### config.mk
export PLATFORM = sky130hd
export DESIGN_NAME = note_tone_gen
export DESIGN_NICKNAME = d
export VERILOG_FILES = /design/src/rtl/note_tone_gen.sv
export SDC_FILE = /design/constraint.sdc
export NUM_CORES = 1
export LEC_CHECK = 0
export CAP_MARGIN = 20
export CORE_AREA = 3 3 109 101
export DETAILED_ROUTE_END_ITERATION = 10
export DIE_AREA = 0 0 112 104
export DONT_BUFFER_PORTS = 1
export GPL_ROUTABILITY_DRIVEN = 0
export PLACE_DENSITY_LB_ADDON = 0.05
export SKIP_CTS_REPAIR_TIMING = 1
export SLEW_MARGIN = 20
export SYNTH_ARGS = -nofsm -noshare
export SYNTH_HDL_FRONTEND = slang
export SYNTH_SLANG_ARGS = --single-unit
export TNS_END_PERCENT = 100
### constraint.sdc
create_clock -name clk -period 4.4 [get_ports clk]
set_clock_uncertainty 0.05 [all_clocks]
set_input_delay 0.88 -clock clk [delete_from_list [all_inputs] [get_ports clk]]
set_output_delay 0.88 -clock clk [all_outputs]
set_load 0.1 [all_outputs]
### src/rtl/note_tone_gen.sv
// Note-code consumer: glitch-filters a held 5-bit note code, inserts an articulation
// gap on pitch changes and produces a 1-bit square wave for the speaker pin.
module note_tone_gen #(
    parameter int SETTLE_CYCLES = 16,
    parameter int GAP_CYCLES    = 250000
) (
    input  logic       clk,
    input  logic       rst_n,
    input  logic       enable,
    input  logic [4:0] note,
    output logic       audio,
    output logic       playing,
    output logic [4:0] cur_note
);

    typedef enum logic [1:0] {SILENT, SETTLE, GAP, PLAY} state_t;

    localparam logic [4:0]  REST       = 5'd25;
    localparam logic [7:0]  SETTLE_MAX = 8'(SETTLE_CYCLES);
    localparam logic [23:0] GAP_LOAD   = 24'(GAP_CYCLES - 1);

    state_t      state, state_n, prior, prior_n;
    logic [4:0]  note_q, cand, cand_n, cur_n;
    logic [7:0]  settle_cnt, settle_n;
    logic [23:0] gap_cnt, gap_n;
    logic [17:0] half_cnt, half_n, half_len;
    logic        audio_n, playing_n;

    // Half-period in clk cycles: round(50e6 / (2 * 220 * 2^(n/12)))
    function automatic logic [17:0] pitch(input logic [4:0] n);
        case (n)
            5'd0:  pitch = 18'd113636;
            5'd1:  pitch = 18'd107258;
            5'd2:  pitch = 18'd101238;
            5'd3:  pitch = 18'd95556;
            5'd4:  pitch = 18'd90193;
            5'd5:  pitch = 18'd85131;
            5'd6:  pitch = 18'd80353;
            5'd7:  pitch = 18'd75843;
            5'd8:  pitch = 18'd71586;
            5'd9:  pitch = 18'd67569;
            5'd10: pitch = 18'd63776;
            5'd11: pitch = 18'd60197;
            5'd12: pitch = 18'd56818;
            5'd13: pitch = 18'd53629;
            5'd14: pitch = 18'd50619;
            5'd15: pitch = 18'd47778;
            5'd16: pitch = 18'd45097;
            5'd17: pitch = 18'd42566;
            5'd18: pitch = 18'd40177;
            5'd19: pitch = 18'd37922;
            5'd20: pitch = 18'd35793;
            5'd21: pitch = 18'd33784;
            5'd22: pitch = 18'd31888;
            5'd23: pitch = 18'd30098;
            5'd24: pitch = 18'd28409;
            default: pitch = 18'd2;
        endcase
    endfunction

    assign half_len = pitch(cur_note);

    always_ff @(posedge clk or negedge rst_n) begin
        if (!rst_n) begin
            state      <= SILENT;
            prior      <= SILENT;
            note_q     <= REST;
            cand       <= REST;
            cur_note   <= REST;
            settle_cnt <= '0;
            gap_cnt    <= '0;
            half_cnt   <= '0;
            audio      <= 1'b0;
            playing    <= 1'b0;
        end else begin
            state      <= state_n;
            prior      <= prior_n;
            note_q     <= note;
            cand       <= cand_n;
            cur_note   <= cur_n;
            settle_cnt <= settle_n;
            gap_cnt    <= gap_n;
            half_cnt   <= half_n;
            audio      <= audio_n;
            playing    <= playing_n;
        end
    end

    always_comb begin
        state_n   = state;
        prior_n   = prior;
        cand_n    = cand;
        cur_n     = cur_note;
        settle_n  = settle_cnt;
        gap_n     = gap_cnt;
        half_n    = half_cnt;
        audio_n   = audio;
        playing_n = playing;

        // The tone keeps running while a candidate settles, so phase survives a glitch
        if (playing) begin
            if (half_cnt == 18'd0) begin
                audio_n = ~audio;
                half_n  = half_len - 18'd1;
            end else begin
                half_n = half_cnt - 18'd1;
            end
        end

        if (!enable) begin
            state_n   = SILENT;
            audio_n   = 1'b0;
            playing_n = 1'b0;
            cur_n     = REST;
        end else if (note_q != cur_note && (state != SETTLE || note_q != cand)) begin
            state_n  = SETTLE;
            cand_n   = note_q;
            settle_n = 8'd1;
            if (state != SETTLE)
                prior_n = state;
        end else begin
            case (state)
                SETTLE: begin
                    if (note_q == cur_note) begin
                        state_n = prior;
                    end else if (settle_cnt == SETTLE_MAX) begin
                        cur_n     = cand;
                        audio_n   = 1'b0;
                        playing_n = 1'b0;
                        if (cand >= REST) begin
                            state_n = SILENT;
                        end else begin
                            state_n = GAP;
                            gap_n   = GAP_LOAD;
                        end
                    end else begin
                        settle_n = settle_cnt + 8'd1;
                    end
                end
                GAP: begin
                    if (gap_cnt == 24'd0) begin
                        state_n   = PLAY;
                        audio_n   = 1'b1;
                        playing_n = 1'b1;
                        half_n    = half_len - 18'd1;
                    end else begin
                        gap_n = gap_cnt - 24'd1;
                    end
                end
                default: ;
            endcase
        end
    end

endmodule
==> results.sh, run 1 <==
export IMPL_outcome="complete, no violations"
export IMPL_finalPower_mw=1.746
export IMPL_grt_pass1_wl_mm=19.26
export IMPL_syn2layout_area_growth_pct=5.611
export IMPL_setup_viol=0
export IMPL_die_y_um=104
export IMPL_internal_power_mw=1.162
export IMPL_start_util_pct=49.15
export IMPL_die_w_um=112
export IMPL_dr_pass1_iters=5
export IMPL_numCtsBuffers=9
export IMPL_synth_cell_types=73
export IMPL_netlist_top_cells_area="dfrtp_1, xor2_1, dfstp_2"
export IMPL_clk_pin_slew_worst_paths_ps=80
export IMPL_cellPowerDensity_nw_per_um2=335.4
export IMPL_reg2reg_from="cur_note[0]"
export IMPL_switchingPower_uw=584.1
export IMPL_yosys_warnings=0
export IMPL_vias=4002
export IMPL_tightest_slew_ps=972.4
export IMPL_critPathLaunchType="flip-flop"
export IMPL_crit_fanout=6
export IMPL_first_global_vias=3778
export IMPL_cpMaxStageDelayCell="dfstp_2"
export IMPL_fmax_ghz=0.3156
export IMPL_rsz0062_at_grt="false"
export IMPL_hold_viol=0
export IMPL_synth_ff_type="dfrtp_1"
export IMPL_dieArea_um2=11650
export IMPL_antenna_found_initial=0
export IMPL_synth_cells=555
export IMPL_diodes=0
export IMPL_drcViolationCount=0
export IMPL_fin_tns_setup_ps=0
export IMPL_cts_sinks=71
export IMPL_nets=577
export IMPL_comb_power_share_pct=23.4
export IMPL_criticalPathCategory="flip-flop to flip-flop"
export IMPL_critPathRequiredTime_ps=4590
export IMPL_switching_share_pct=33.45
export IMPL_avgSynthCellArea_um2=8.880
export IMPL_cp_data_arrival_time_ps=3360
export IMPL_grt_max_degree=72
export IMPL_insertion_delay_ps=350
export IMPL_htreeDepth=3
export IMPL_cts_tree="yes"
export IMPL_ioPinCount=15
export IMPL_peakVddDrop_mv=0.2476
export IMPL_grt_use_total_pct=20.16
export IMPL_synth_seq_area_share_pct=36.28
export IMPL_clk_path_buf_depth=2
export IMPL_p_seq_share_pct=49.2
export IMPL_rows=35
export IMPL_root_buffer="clkbuf_8"
export IMPL_synth_seq_cells=71
export IMPL_synth_top_area_share_pct=31.48
export IMPL_dp_final_hpwl_mm=8.107
export IMPL_drt_iter0_markers=221
export IMPL_cp_end_kind="flip-flop"
export IMPL_post_dp_cell_area_um2=5029
export IMPL_p_leak_nw=2.149
export IMPL_final_design_area_no_fill_um2=5205
export IMPL_drive_above_1_share_pct=12.23
export IMPL_fin_cells=685
export IMPL_reg2reg_depth=12
export IMPL_routed_wl_mm=11.33
export IMPL_numPlacedInstances=669
export IMPL_io_buffers=0
export IMPL_async_reset_ff_share_pct=100.0
export IMPL_vias_per_cell=5.842
export IMPL_maxCapViolCount=0
export IMPL_cpPeakStageDelay_ps=530
export IMPL_reg2reg_to="half_cnt[16]"
export IMPL_hold_path_class="input port to asynchronous set/reset pin"
export IMPL_rrSetupSlack_ps=1230
export IMPL_syn_area_um2=4928
export IMPL_power_frac_clock_pct=27.5
export IMPL_ant_nets=0
export IMPL_post_route_period_util_pct=72.01
export IMPL_grt_overflow=0
export IMPL_syn_num_nets=581
export IMPL_relSlewSlack_pct=35.18
export IMPL_wl_per_cell_um=16.54
export IMPL_yosys_area_top_type="dfrtp_1"
export IMPL_report_final_slew_viol_count=0
export IMPL_core_area_um2=10030
export IMPL_synth_edff_count=0
export IMPL_post_route_min_period_ps=3168
export IMPL_path_cells="inv_1 -> ha_1 -> nor2b_1 -> a211oi_1 -> o31ai_1 -> inv_1 -> ha_1 -> nor4b_2 -> nand4_1 -> nor4_1 -> xnor2_1 -> o2bb2ai_1"
==> stage by stage <==
stage                     setup WS, ps  util, %  hold WS (ps)
final                             1232    51.90         165.4
after global routing              1020    51.90         145.3
after global placement            1316    50.14         446.4
after floorplan                  711.4        -         422.3
after CTS                         1211    51.90         150.0
after detailed placement          1227    50.14         450.4
==> cell families (layout without fill, tap and decap cells) <==
logic type	Yosys count	in the layout	synth area share [%]
AO/OA/AOI/OAI	97	97	13.46
XOR/XNOR	60	60	10.66
adder cells (fa/ha/maj)	18	18	4.570
buffers and inverters	45	46	4.316
flip-flops	71	71	36.28
multiplexers	17	17	3.960
AND/OR/NAND/NOR	247	247	26.76
==> Yosys cell counts, drive strengths merged (9+ instances only) <==
cell    count
a21oi      24
buf        17
dfrtp      62
dfstp       9
ha         18
inv        21
mux2       10
nand2      49
nand2b     11
nand3      28
nand4      11
nor2       61
nor3       23
nor4       13
o21ai      25
or3         9
or4         9
xnor2      26
xor2       34
==> power groups by stage <==
stage	sequential (mW)	clock, mW	combinational, mW
final	0.859	0.479	0.408
after global placement	0.868	0	0.396
after floorplan	0.846	0	0.331
after CTS	0.859	0.498	0.408
after global routing	0.880	0.526	0.460
after detailed placement	0.871	0	0.406
==> per-layer routing <==
layer | wire length, um | vias to the layer above | GRT usage [%]
li1 | - | 1969 | -
met1 | 5720 | 1914 | 30.70
met2 | 4815 | 109 | 28.77
met3 | 661 | 10 | 4.538
met4 | 130 | 0 | 5.408
met5 | 0 | - | 0
==> worst max path at each step <==
stage / from / endpoint / slack, ps / cells after the start
6_report: cur_note[0] / half_cnt[16] / 1230 / 12
5_1_grt: cur_note[0] / half_cnt[16] / 1020 / 12
4_1_cts: cur_note[0] / half_cnt[16] / 1210 / 12
3_5_place_dp: cur_note[0] / half_cnt[16] / 1230 / 12
3_3_place_gp: cur_note[0] / half_cnt[16] / 1320 / 12
2_1_floorplan: cur_note[1] / half_cnt[16] / 710 / 13
==> layout make-up <==
type	instances	area (um^2)
Tap cell	129	161.4
Clock buffer	13	158.9
Fill cell	923	4823
Inverter	21	78.83
Multi-Input combinational cell	439	2932
Clock inverter	3	17.52
Sequential cell	71	1789
Timing Repair Buffer	9	67.56
==> sequential cells by signal, indices dropped and copies added (netlist names) <==
register,cells
playing,1
prior,2
gap_cnt,24
note_q,5
state,2
audio,1
cur_note,5
half_cnt,18
cand,5
settle_cnt,8
==> worst max-delay path, delay by kind of cell (launching register included) <==
kind | cells | cell delay (ps)
and+or+nand+nor | 4 | 1110
buffers and inverters | 2 | 180
AOI/OAI and AO/OA | 3 | 480
DFF | 1 | 530
xor gates and xnor gates | 1 | 170
adders and majority gates | 2 | 550
==> cell usage in the layout, fill, tap and decap left out, types with 10 or more instances in the layout <==
cell,n
a21oi_1,24
clkbuf_8,11
dfrtp_1,61
ha_1,18
inv_1,21
nand2_1,49
nand2b_1,10
nand3_1,28
nand4_1,11
nor2_1,61
nor3_1,22
o21ai_0,13
o21ai_1,12
xnor2_1,26
xor2_1,34
Note: power is estimated with default switching activity, not from simulation.
==> inputs of run 2 (changes only) <==
==> constraint.sdc (replaced) <==
create_clock -name clk -period 2.9 [get_ports clk]
set_clock_uncertainty 0.05 [all_clocks]
set_input_delay 0.58 -clock clk [delete_from_list [all_inputs] [get_ports clk]]
set_output_delay 0.58 -clock clk [all_outputs]
set_load 0.1 [all_outputs]
==> run 2 against run 1 <==
  * Sequential share of layout area down 1.6 points
  * Global-route usage up 0.50 points
  * First-iteration DRC count down 5.9%
  * Non-clock buffer count up 23
  * Largest power group unchanged
==> results.sh, run 2 (synthesis gave the netlist of run 1 again) <==
export IMPL_outcome="complete, no violations"
export IMPL_rsz0062_at_grt="true"
export IMPL_diodes=0
export IMPL_reg2reg_from="cur_note[0]"
export IMPL_antenna_found_initial=0
export IMPL_cpPeakStageDelay_ps=670
export IMPL_p_leak_nw=2.283
export IMPL_top_regs="gap_cnt (24), half_cnt (18), settle_cnt (8)"
export IMPL_cpMaxStageDelayCell="dfstp_4"
export IMPL_routed_wl_mm=11.82
export IMPL_nets=600
export IMPL_cp_top_family="simple AND/OR/NAND/NOR gates"
export IMPL_criticalPathCategory="flip-flop to flip-flop"
export IMPL_cp_data_arrival_time_ps=3000
export IMPL_numPlacedInstances=686
export IMPL_dr_pass1_iters=5
export IMPL_post_route_period_util_pct=96.88
export IMPL_rrSetupSlack_ps=90
export IMPL_die_w_um=112
export IMPL_syn2layout_area_growth_pct=11.32
export IMPL_post_route_min_period_ps=2809
export IMPL_htreeDepth=3
export IMPL_maxCapViolCount=0
export IMPL_fillers=905
export IMPL_fin_cells=708
export IMPL_largest_reg_flops=24
export IMPL_hold_viol=0
export IMPL_drt_iter0_markers=208
export IMPL_wl_per_cell_um=16.69
export IMPL_clk_path_buf_depth=2
export IMPL_cts_sinks=71
export IMPL_io_buffers=0
export IMPL_crit_fanout=7
export IMPL_dp_final_hpwl_mm=8.539
export IMPL_die_y_um=104
export IMPL_first_global_vias=3913
export IMPL_fmax_ghz=0.3559
export IMPL_drive_above_1_share_pct=17.79
export IMPL_setup_viol=0
export IMPL_drcViolationCount=0
export IMPL_final_design_area_no_fill_um2=5487
export IMPL_cts_tree="yes"
export IMPL_grt_max_degree=72
export IMPL_cellPowerDensity_nw_per_um2=487.5
export IMPL_post_dp_cell_area_um2=5231
export IMPL_reg2reg_depth=12
export IMPL_hold_path_class="input port to asynchronous set/reset pin"
export IMPL_report_final_slew_viol_count=0
export IMPL_dieArea_um2=11650
export IMPL_vias=4104
export IMPL_vias_per_cell=5.797
export IMPL_numCtsBuffers=9
export IMPL_cp_end_kind="flip-flop"
export IMPL_grt_overflow=0
export IMPL_peakVddDrop_mv=0.3801
export IMPL_grt_use_total_pct=20.66
export IMPL_clk_pin_slew_worst_paths_ps=80
export IMPL_final_cell_mix="nor2_1, dfrtp_1, nand2_1, xor2_1, buf_4"
export IMPL_rows=35
export IMPL_critPathRequiredTime_ps=3090
export IMPL_insertion_delay_ps=350
export IMPL_path_cells="inv_6 -> ha_4 -> nand3b_1 -> nand2_1 -> o22a_1 -> inv_2 -> ha_2 -> nor4b_4 -> nand4_1 -> nor2_1 -> xnor2_1 -> mux2_4"
export IMPL_relSlewSlack_pct=35.30
export IMPL_top_register="gap_cnt"
export IMPL_critPathLaunchType="flip-flop"
export IMPL_tightest_slew_ps=966.9
export IMPL_final_common_cell="nor2_1"
export IMPL_grt_pass1_wl_mm=19.84
export IMPL_root_buffer="clkbuf_8"
export IMPL_ant_nets=0
export IMPL_start_util_pct=49.15
export IMPL_core_area_um2=10030
export IMPL_whs_ps=37.16
export IMPL_ioPinCount=15
export IMPL_reg2reg_to="half_cnt[8]"
export IMPL_fin_util_pct=54.71
export IMPL_crit_buf_inv=2
run 2: cell count changes in the layout (fill, tap and decap cells not counted), moves of 2 or more:
cell     previous run  this run
dfstp_2             9         7
ha_1               18        16
inv_2               0         2
dfstp_4             0         2
buf_4               9        29
inv_1              21        18
run 2: how the worst max path moves through the flow:
| stage | to | slack, ps | startpoint | depth (start not counted) |
|---|---|---|---|---|
| after CTS | half_cnt[8] | -10 | cur_note[0] | 12 |
| after global placement | half_cnt[8] | 20 | cur_note[0] | 12 |
| final | half_cnt[8] | 90 | cur_note[0] | 12 |
| after floorplan | half_cnt[8] | -110 | cur_note[0] | 13 |
| after detailed placement | half_cnt[8] | -9 | cur_note[0] | 12 |
| after global routing | half_cnt[8] | -80 | cur_note[0] | 12 |
run 2: area by class of cell:
class                      instances  area, um^2  area share (%)
clock buffer                      13       158.9           2.896
inverter                          21       83.83           1.528
tap                              129       161.4           2.942
clock inverter                     3       17.52          0.3193
multi-input combinational        439        2989           54.48
sequential                        71        1800           32.82
timing repair buffer              32       275.3           5.017
run 2: report_power, final:
part / internal, mW / switching [mW]
Sequential: 1.14 / 0.165
Combinational: 0.279 / 0.369
Clock: 0.355 / 0.364
run 2: metrics by stage:
stage	total power, mW	setup slack [ps]	setup TNS [ps]
finish	2.675	90.52	0
global route	2.842	-76.89	-157.4
CTS	2.675	-14.26	-14.26
detailed placement	1.940	-8.531	-8.531
global placement	1.924	24.91	0
floorplan	1.786	-106.5	-185.8
run 2: layer usage:
| layer | GRT usage, % | vias up | part of all wire (%) |
|---|---|---|---|
| li1 | - | 2007 | - |
| met1 | 32.00 | 1991 | 51 |
| met2 | 29.24 | 99 | 43 |
| met3 | 4.538 | 7 | 5.1 |
| met4 | 4.979 | 0 | 0.80 |
| met5 | 0 | - | 0 |
==> inputs of run 3 (changes only) <==
--- a/config.mk
+++ b/config.mk
@@ -5,10 +5,12 @@
 export SDC_FILE = /design/constraint.sdc
 export NUM_CORES = 1
 export LEC_CHECK = 0
+export ABC_AREA = 1
 export CAP_MARGIN = 20
-export CORE_AREA = 3 3 109 101
+export CORE_AREA = 3 3 114 105
+export CTS_BUF_LIST = sky130_fd_sc_hd__clkbuf_4 sky130_fd_sc_hd__clkbuf_8 sky130_fd_sc_hd__clkbuf_16
 export DETAILED_ROUTE_END_ITERATION = 10
-export DIE_AREA = 0 0 112 104
+export DIE_AREA = 0 0 117 108
 export DONT_BUFFER_PORTS = 1
 export GPL_ROUTABILITY_DRIVEN = 0
 export PLACE_DENSITY_LB_ADDON = 0.05
==> run 3 against run 2 <==
  * Flip-flop and latch count stayed put
  * Sequential share of layout area is 2.3 points lower
  * Combinational power is 68% higher
  * Register-to-register slack better by 180 ps
  * Cell count is 38% higher
  * Power is 34% higher
  * Synthesized cell count is 50% higher
  * Routed wire length is 15% higher
  * Fmax is 6.7% higher
  * Die area is 8.5% higher
  * Non-clock buffer count is 14 lower
  * Largest cell class unchanged
  * Largest power group unchanged
==> results.sh, run 3 <==
export IMPL_outcome="complete, no violations"
export IMPL_top_regs="gap_cnt (24), half_cnt (18), settle_cnt (8)"
export IMPL_fillers=1108
export IMPL_grt_overflow=0
export IMPL_cp_end_kind="flip-flop"
export IMPL_wl_met1_mm=6.166
export IMPL_finalPower_mw=3.591
export IMPL_synth_edff_count=0
export IMPL_met3WireLength_um=685
export IMPL_drcViolationCount=0
export IMPL_dp_final_hpwl_mm=9.973
export IMPL_syn_num_nets=856
export IMPL_synth_cell_types=37
export IMPL_final_cell_mix="nand2_1, nor2_1, inv_1, nand3_1, dfrtp_1"
export IMPL_top_register="gap_cnt"
export IMPL_diodes=0
export IMPL_nets=862
export IMPL_insertion_delay_ps=340
export IMPL_syn2layout_area_growth_pct=9.360
export IMPL_wl_per_cell_um=13.91
export IMPL_p_leak_nw=2.816
export IMPL_synth_top_cells_by_count="nand2_1, nor2_1, inv_1, nand3_1, dfrtp_1"
export IMPL_post_dp_cell_area_um2=5530
export IMPL_netlist_top_cells_area="dfrtp_1, nand2_1, nor2_1"
export IMPL_vias_per_cell=5.329
export IMPL_synth_seq_area_share_pct=33.27
export IMPL_grt_pass1_wl_mm=23.38
export IMPL_tightest_slew_ps=641.3
export IMPL_grt_use_total_pct=23.17
export IMPL_top_layer="met4"
export IMPL_io_buffers=0
export IMPL_numCtsBuffers=9
export IMPL_synth_cells=830
export IMPL_peakVddDrop_mv=0.4752
export IMPL_post_route_min_period_ps=2633
export IMPL_async_reset_ff_share_pct=100.0
export IMPL_report_final_slew_viol_count=0
export IMPL_root_buffer="clkbuf_16"
export IMPL_whs_ps=32.33
export IMPL_final_design_area_no_fill_um2=5877
export IMPL_yosys_warnings=0
export IMPL_maxCapViolCount=0
export IMPL_cts_tree="yes"
export IMPL_fmax_ghz=0.3798
export IMPL_routed_wl_mm=13.55
export IMPL_syn_area_um2=5374
export IMPL_hold_viol=0
export IMPL_yosys_area_top_type="dfrtp_1"
export IMPL_relSlewSlack_pct=57.20
export IMPL_cellPowerDensity_nw_per_um2=611.0
export IMPL_rsz0062_at_grt="false"
export IMPL_setup_viol=0
export IMPL_rows=36
export IMPL_hold_path_class="input port to asynchronous set/reset pin"
export IMPL_clk_pin_slew_worst_paths_ps=60
export IMPL_cp_data_arrival_time_ps=2810
export IMPL_crit_fanout=5
export IMPL_avgSynthCellArea_um2=6.475
export IMPL_synth_top_area_share_pct=28.87
export IMPL_critPathLaunchType="flip-flop"
export IMPL_fin_util_pct=54.36
export IMPL_vias=5190
export IMPL_post_route_period_util_pct=90.80
export IMPL_wl_met2_mm=6.336
export IMPL_post_place_ws_ps=239.5
export IMPL_final_common_cell="nand2_1"
export IMPL_dieArea_um2=12640
export IMPL_synth_ff_type="dfrtp_1"
export IMPL_criticalPathCategory="flip-flop to flip-flop"
export IMPL_numPlacedInstances=957
export IMPL_grt_max_degree=72
export IMPL_setup_ws_ps=266.9
export IMPL_ant_nets=0
export IMPL_htreeDepth=3
export IMPL_die_w_um=117
export IMPL_clk_path_buf_depth=2
export IMPL_dr_pass1_iters=5
export IMPL_die_y_um=108
export IMPL_ioPinCount=15
export IMPL_fin_cells=974
export IMPL_core_area_um2=10810
export IMPL_drive_above_1_share_pct=7.491
export IMPL_first_global_vias=5054
export IMPL_critPathRequiredTime_ps=3080
export IMPL_start_util_pct=49.71
export IMPL_largest_reg_flops=24
export IMPL_synth_seq_cells=71
export IMPL_yosysMostFrequentCell="nand2_1"
export IMPL_fin_tns_setup_ps=0
export IMPL_drt_iter0_markers=557
export IMPL_cts_sinks=71
export IMPL_antenna_found_initial=0
==> run 3: cell count changes after synthesis, moves of 9 or more <==
cell	previous run	this run
a21oi_1	24	14
inv_1	21	90
mux2_2	9	0
nand2_1	49	250
nand2b_1	10	0
nand3_1	28	80
nor2_1	61	133
nor3_1	22	11
o21ai_0	13	52
xnor2_1	26	7
==> run 3: routing by layer <==
| metal | GRT usage [%] | up-vias |
|---|---|---|
| li1 | - | 2634 |
| met1 | 30.29 | 2369 |
| met2 | 37.90 | 152 |
| met3 | 5.036 | 35 |
| met4 | 8.108 | 0 |
| met5 | 0 | - |
==> run 3: kinds of logic after synthesis <==
group	synth area share [%]
flops	33.27
compound gates	9.081
buf+inv	9.290
fa+ha+maj	4.191
simple gates	38.46
xor+xnor	5.704
==> run 3: power by group <==
part	switching, mW	internal, mW
logic	0.736	0.352
clock network	0.439	0.718
registers	0.171	1.17
total	1.35	2.24
==> run 3: cell type report <==
cell class	count	area, um^2	area share (%)
multi-input cells	641	3089	52.57
flip-flops and latches	71	1793	30.51
inverters	95	356.6	6.068
clock buffers	11	252.7	4.301
well taps	133	166.4	2.832
repair buffers	18	155.1	2.640
clock inverters	5	63.81	1.086
==> run 3: critical path, cell delays in order (launching register included) <==
cell and delay (ps):
dfstp_4 610, inv_1 50, ha_1 330, nand2_1 130, nand2_1 60, nand2_1 50, o21ai_0 70, a21oi_1 270
ha_1 270, nand3_1 190, nor2_2 220, nand3_1 90, nand3_1 90, nand2_1 50
==> run 3: worst paths after layout <==
| check | to | startpoint | depth (start not counted) | slack, ps |
|---|---|---|---|---|
| worst max register to register | half_cnt[16] | cur_note[0] | 13 | 270 |
| worst max-delay path | half_cnt[16] | cur_note[0] | 13 | 270 |
| worst min register to register | prior[0] | prior[0] | 2 | 440 |
| worst min-delay path | note_q[3] | rst_n | 0 | 30 |
| max in group asynchronous | cur_note[1] | rst_n | 1 | 2470 |
| min in group clk | note_q[4] | note[4] | 0 | 190 |
